$ cat src/rtl/color_palette_db.sv
// color_palette_db: double-buffered RGB palette. Avalon-MM edits the shadow bank,
// and a pending commit copies it into the active (lookup) bank at frame_start.
module color_palette_db #(
  parameter int unsigned NUM_PALETTES       = 8,
  parameter int unsigned COLORS_PER_PALETTE = 4,
  parameter int unsigned CHANNEL_W          = 8,
  localparam int unsigned PAL_W   = (NUM_PALETTES > 1) ? $clog2(NUM_PALETTES) : 1,
  localparam int unsigned IDX_W   = $clog2(COLORS_PER_PALETTE),
  localparam int unsigned COLOR_W = 3 * CHANNEL_W,
  localparam int unsigned ADDR_W  = PAL_W + IDX_W + 1
) (
  input  logic               CLK_100,
  input  logic               RESET,
  input  logic [ADDR_W-1:0]  AVL_ADDR,
  input  logic [31:0]        AVL_WRITEDATA,
  input  logic [3:0]         AVL_BYTE_EN,
  output logic [31:0]        AVL_READDATA,
  input  logic               AVL_WRITE,
  input  logic               AVL_READ,
  input  logic               AVL_CS,
  input  logic               frame_start,
  input  logic               pix_valid,
  input  logic [PAL_W-1:0]   palette,
  input  logic [IDX_W-1:0]   color_index,
  output logic [COLOR_W-1:0] rgb,
  output logic               rgb_valid,
  output logic               rgb_transparent,
  output logic               commit_done
);

  localparam int unsigned OFF_W = ADDR_W - 1;

  logic [COLOR_W-1:0] shadow [NUM_PALETTES][COLORS_PER_PALETTE];
  logic [COLOR_W-1:0] active [NUM_PALETTES][COLORS_PER_PALETTE];
  logic               pending;
  logic               trans_en;
  logic [7:0]         commit_count;

  logic               is_ctrl_c;
  logic [OFF_W-1:0]   ctrl_off_c;
  logic [PAL_W-1:0]   avl_pal_c;
  logic [IDX_W-1:0]   avl_idx_c;
  logic               avl_pal_ok_c;
  logic               pix_pal_ok_c;
  logic               entry_wr_c;
  logic               ctrl_wr_c;
  logic               rd_en_c;
  logic               commit_c;
  logic [COLOR_W-1:0] wmask_c;
  logic [COLOR_W-1:0] wdata_c;
  logic [COLOR_W-1:0] entry_rd_c;
  logic [COLOR_W-1:0] lookup_c;
  logic [31:0]        rd_data_c;

  // Byte-lane enables expand to a per-bit mask over the colour field only.
  for (genvar b = 0; b < COLOR_W; b++) begin : g_wmask
    assign wmask_c[b] = AVL_BYTE_EN[b / 8];
  end

  // Address decode, read mux and lookup mux.
  always_comb begin
    is_ctrl_c    = AVL_ADDR[ADDR_W-1];
    ctrl_off_c   = AVL_ADDR[OFF_W-1:0];
    avl_pal_c    = AVL_ADDR[IDX_W +: PAL_W];
    avl_idx_c    = AVL_ADDR[IDX_W-1:0];
    avl_pal_ok_c = 32'(avl_pal_c) < NUM_PALETTES;
    pix_pal_ok_c = 32'(palette) < NUM_PALETTES;
    entry_wr_c   = AVL_CS & AVL_WRITE & ~is_ctrl_c & avl_pal_ok_c;
    ctrl_wr_c    = AVL_CS & AVL_WRITE & is_ctrl_c & (ctrl_off_c == '0) & AVL_BYTE_EN[0];
    rd_en_c      = AVL_CS & AVL_READ & ~AVL_WRITE;
    commit_c     = frame_start & pending;
    wdata_c      = AVL_WRITEDATA[COLOR_W-1:0];

    entry_rd_c = '0;
    if (avl_pal_ok_c) begin
      entry_rd_c = shadow[avl_pal_c][avl_idx_c];
    end

    lookup_c = '0;
    if (pix_pal_ok_c) begin
      lookup_c = active[palette][color_index];
    end

    rd_data_c = '0;
    if (!is_ctrl_c) begin
      rd_data_c = 32'(entry_rd_c);
    end else if (ctrl_off_c == '0) begin
      rd_data_c = {30'b0, trans_en, pending};
    end else if (ctrl_off_c == OFF_W'(1)) begin
      rd_data_c = {24'b0, commit_count};
    end
  end

  always_ff @(posedge CLK_100 or posedge RESET) begin
    if (RESET) begin
      shadow          <= '{default: '0};
      active          <= '{default: '0};
      pending         <= 1'b0;
      trans_en        <= 1'b0;
      commit_count    <= 8'd0;
      commit_done     <= 1'b0;
      AVL_READDATA    <= 32'd0;
      rgb             <= '0;
      rgb_valid       <= 1'b0;
      rgb_transparent <= 1'b0;
    end else begin
      if (entry_wr_c) begin
        shadow[avl_pal_c][avl_idx_c] <= (entry_rd_c & ~wmask_c) | (wdata_c & wmask_c);
      end

      // Non-blocking copy sees the shadow as it stood before any same-cycle write.
      if (commit_c) begin
        active       <= shadow;
        commit_count <= commit_count + 8'd1;
      end
      commit_done <= commit_c;

      // A request landing with frame_start survives into the next frame.
      if (ctrl_wr_c && AVL_WRITEDATA[0]) begin
        pending <= 1'b1;
      end else if (commit_c) begin
        pending <= 1'b0;
      end

      if (ctrl_wr_c) begin
        trans_en <= AVL_WRITEDATA[1];
      end

      if (rd_en_c) begin
        AVL_READDATA <= rd_data_c;
      end

      rgb_valid <= pix_valid;
      if (pix_valid) begin
        rgb             <= lookup_c;
        rgb_transparent <= trans_en & (color_index == '0);
      end
    end
  end

endmodule

$ cat config.mk
export PLATFORM = sky130hd
export DESIGN_NAME = color_palette_db
export DESIGN_NICKNAME = d
export VERILOG_FILES = /design/src/rtl/color_palette_db.sv
export SDC_FILE = /design/constraint.sdc
export NUM_CORES = 2
export LEC_CHECK = 0
export CORE_MARGIN = 1
export CORE_UTILIZATION = 35
export CTS_CLUSTER_SIZE = 28
export DETAILED_ROUTE_END_ITERATION = 10
export GPL_TIMING_DRIVEN = 0
export PLACE_DENSITY = 0.48
export SLEW_MARGIN = 40
export SYNTH_ARGS = -nofsm -noshare
export SYNTH_HDL_FRONTEND = slang
export SYNTH_SLANG_ARGS = --single-unit
export TNS_END_PERCENT = 5
$ cat constraint.sdc
create_clock -name CLK_100 -period 142.9 [get_ports CLK_100]
set_input_delay 28.58 -clock CLK_100 [delete_from_list [all_inputs] [get_ports CLK_100]]
set_output_delay 28.58 -clock CLK_100 [all_outputs]
set_load 0.01 [all_outputs]
==> impl_results.md <==
- Outcome: completed
- Clk Latency, worst-skew pair: roughly 0.9 ns
- Crit-path cells: clkdlybuf4s50_1, buf_4, inv_2, buf_2, buf_2, buf_2, a221o_1, o21ai_0, a222oi_1, o311a_1, buf_2, mux2_2
- Xor/xnor share of the synthesized area: 0.0859%
- Leak: about 0.041 uW
- Req. time, crit path: between 100 and 150 ns
- WL met2: 172,000 um
- Post-layout net count: about 7.5k
- Commonest cells post-synth: 2,872 x nand2_1, 1,597 x dfrtp_1, 513 x o21ai_0, 372 x clkbuf_1, 257 x mux2_2
- Top cells by area, synth: dfrtp_1 56%, nand2_1 15%, mux4_2 6.9%, mux2_2 4.1%, o21ai_0 3.6%
- Antenna-violating nets left: 0
- CP Launch Type: input port
- Post-synth EDFFs: 0
- Synth warn: 0
- H-tree Lvls: 4
- Max VDD drop: about 0.015 mV
- CTS tree: built
- Syn Area/Cell: around 10 um^2
- Seq/Total Area, Yosys: approximately 56%
- Max-capacitance violation count: 0
- Largest family of logic cells by synthesized area: simple AND/OR/NAND/NOR gates
- Dpl hpwl: slightly above 300,000 um
- TritonCTS sink count: about 1.6k
- CP Class: in2reg
- Crit. End Element: flop
- Cell with the most instances after synthesis: nand2_1
- Post-CTS Repair Setup Buffers: 0
- Mux cell area share after synthesis: around 12%
- Synth Area in Compound Gates: 10.5%
- Initial DRC Count: roughly 10k
- Clk buf depth: 3
- Max layer used: met5
- Largest net degree at the start of global routing: approximately 80
- Arrival time worst endpoint: about 34 ns
- Min cycle time layout: 33.60 ns
- Slew Viols, Final: 0
- Hold slack: about 0.47 ns
- TritonRoute pass-1 iters: 9
- GRT Util Overall: between 40 and 50%
- Critical path's most frequent cell: buf_2
- Post-synth cell types: 82
- Die ar.: between 200,000 and 250,000 um^2
- Residual DRC: 0
- Initial Util: 35.3%
- Post-layout util: between 40 and 50%
- Post-synthesis simple-gate area fraction: between 10% and 20%
- Clock transition at path regs: approximately 0.06 ns
- #FFs+latches synth: between 1.5k and 2k
- Slowest stage delay, CP: between 0.7 and 0.8 ns
- Core Area: 202,000 um^2
- GPL Wtd Cong: 1.04
- Top_reg_cell synth: dfrtp_1
- Die Span Y: 454 um
- Post-cts resize count: 0
- Synth area leader: dfrtp_1
- Max FO, Critical Path: 10
- Share of layout cells above drive strength 1: between 10% and 20%
- Global-route wire length before repair: between 500,000 and 600,000 um
- CTS buffer count: roughly 190
- Slew headroom: 31.0%
- Detailed-route via count: about 65k
- Mapped Cells: 7,101
- Number of global-route vias before repair: between 60k and 70k
- RSZ-0062 raised after global routing: no
- Slew @ Worst Pin: around 1.0 ns
- Placed Instance Area: 77,800 um^2
- # hold bufs at CTS: 0
- Final period util: about a quarter
- Fin. Hold Viols: 0
- Fmax: just under 30 MHz
- Port buffer count: 86
- Netlist Area Pre-Place: just over 70,000 um^2
- Root buffer cell: clkbuf_16
- Post-Synth Adder-Cell Area: less than 1%
- Routed wl met3: slightly above 50,000 um
- Site row count: around 170
- Syn-to-layout area delta: 17.7%
- Die Wd: 454 um
- FFs w/ async S/R, synth: 100%
- M1 WL: 159,000 um
- Setup Total Neg Slack: 0 ns
- Gr ovfl total: 0
- Fin area: 84,000 um^2
- Initial antenna violation count: 48
- CP max-delay cell: buf_2
- Power per Cell Area: between 10 and 15 nW/um^2
- IO Count: approximately 110
- Via/cell ratio: between 6 and 7
- Worst hold-check path type: reg2reg
- Final Skew: between 0.03 and 0.04 ns
- WL/cell: 40.7 um
- Setup violators final: 0
- FILL cells: around 20k
- Routed wire length: about 420,000 um
- Share of the synthesized area in the top cell type: 56.0%
power by group:
group | switching [uW] | internal (uW) | leakage, uW | total (uW)
Sequential | 26.9 | 476 | 0.0219 | 503
Combinational | 81.7 | 35.2 | 0.0162 | 117
Clock | 211 | 282 | 0.00300 | 493
metrics by stage:
step                      instances  power, uW  setup slack, ns
final                         10297       1110           109.30
after CTS                     10266       1110           109.74
after floorplan                7108        555            69.26
after global routing          10269       1130           109.62
after detailed placement       9936        621           108.86
after global placement         9866        617            47.71
layout by cell type (no fill, tap or decap), types with 16 or more instances in the layout:
cell type        instances
a21oi_1                142
a221o_1                 28
a221oi_1               228
a222oi_1                23
a22o_1                  16
a22oi_1                 17
buf_16                  51
buf_2                  117
buf_4                   46
buf_6                   22
clkbuf_1               177
clkbuf_16              189
clkbuf_2               261
clkbuf_8                40
clkdlybuf4s50_1         86
clkinv_2                22
dfrtp_1               1597
diode_2                 29
inv_1                   32
mux2_2                 257
mux2i_1                104
mux4_2                 218
nand2_1               2872
nand3_1                 28
nor2_1                 155
o21ai_0                511
o221ai_1                19
o22a_1                  18
o22ai_1                 26
cells by family (layout without fill, tap and decap cells):
| group | Yosys count | count (layout) |
|---|---|---|
| muxes | 582 | 582 |
| DFF | 1597 | 1597 |
| other | 1 | 37 |
| AOI/OAI and AO/OA | 1140 | 1140 |
| adders and majority gates | 1 | 1 |
| buffers and inverters | 591 | 1079 |
| xor gates and xnor gates | 7 | 7 |
| and+or+nand+nor | 3182 | 3182 |
sequential cells by signal (all words and copies together), names as in the netlist:
| name | count |
|---|---|
| active | 768 |
| shadow | 768 |
| AVL_READDATA | 24 |
| rgb | 24 |
| commit_count | 8 |
| commit_done | 1 |
| pending | 1 |
| rgb_transparent | 1 |
| rgb_valid | 1 |
| trans_en | 1 |
path summary, 6_finish.rpt:
kind | from | endpoint | slack (ns) | depth (start not counted)
setup / recovery | AVL_ADDR[2] | shadow[523]$_DFFE_PP0P_ | 109.30 | 12
hold / removal | AVL_READDATA[23]$_DFFE_PP0P_ | AVL_READDATA[23]$_DFFE_PP0P_ | 0.47 | 2
setup reg to reg | shadow[629]$_DFFE_PP0P_ | shadow[125]$_DFFE_PP0P_ | 139.42 | 7
hold reg to reg | AVL_READDATA[23]$_DFFE_PP0P_ | AVL_READDATA[23]$_DFFE_PP0P_ | 0.47 | 2
max in group asynchronous | RESET | shadow[76]$_DFFE_PP0P_ | 112.42 | 7
min in group asynchronous | RESET | active[427]$_DFFE_PP0P_ | 28.12 | 2
critical path: cells and delay by family:
family                 cells  cell delay, ns
AO/OA/AOI/OAI              4            1.76
buffers and inverters      7            3.73
multiplexers               1            0.22
metal layers:
| layer | vias up | GRT usage [%] |
|---|---|---|
| li1 | 25021 | - |
| met1 | 33080 | 51.5 |
| met2 | 4961 | 56.4 |
| met3 | 1421 | 13.5 |
| met4 | 24 | 30.2 |
| met5 | - | 0 |
layout make-up:
cell class                      count  area, um^2  share of cell area [%]
Antenna cell                       29        72.6                  0.0864
Buffer                            553        2830                    3.37
Clock buffer                      286        5490                    6.54
Clock inverter                     44         601                   0.715
Inverter                           38         150                   0.179
Multi-Input combinational cell   4920       29100                    34.6
Sequential cell                  1597       40000                    47.6
Tap cell                         2672        3340                    3.98
Timing Repair Buffer              158        2490                    2.97
Note: power is estimated with default switching activity, not from simulation.
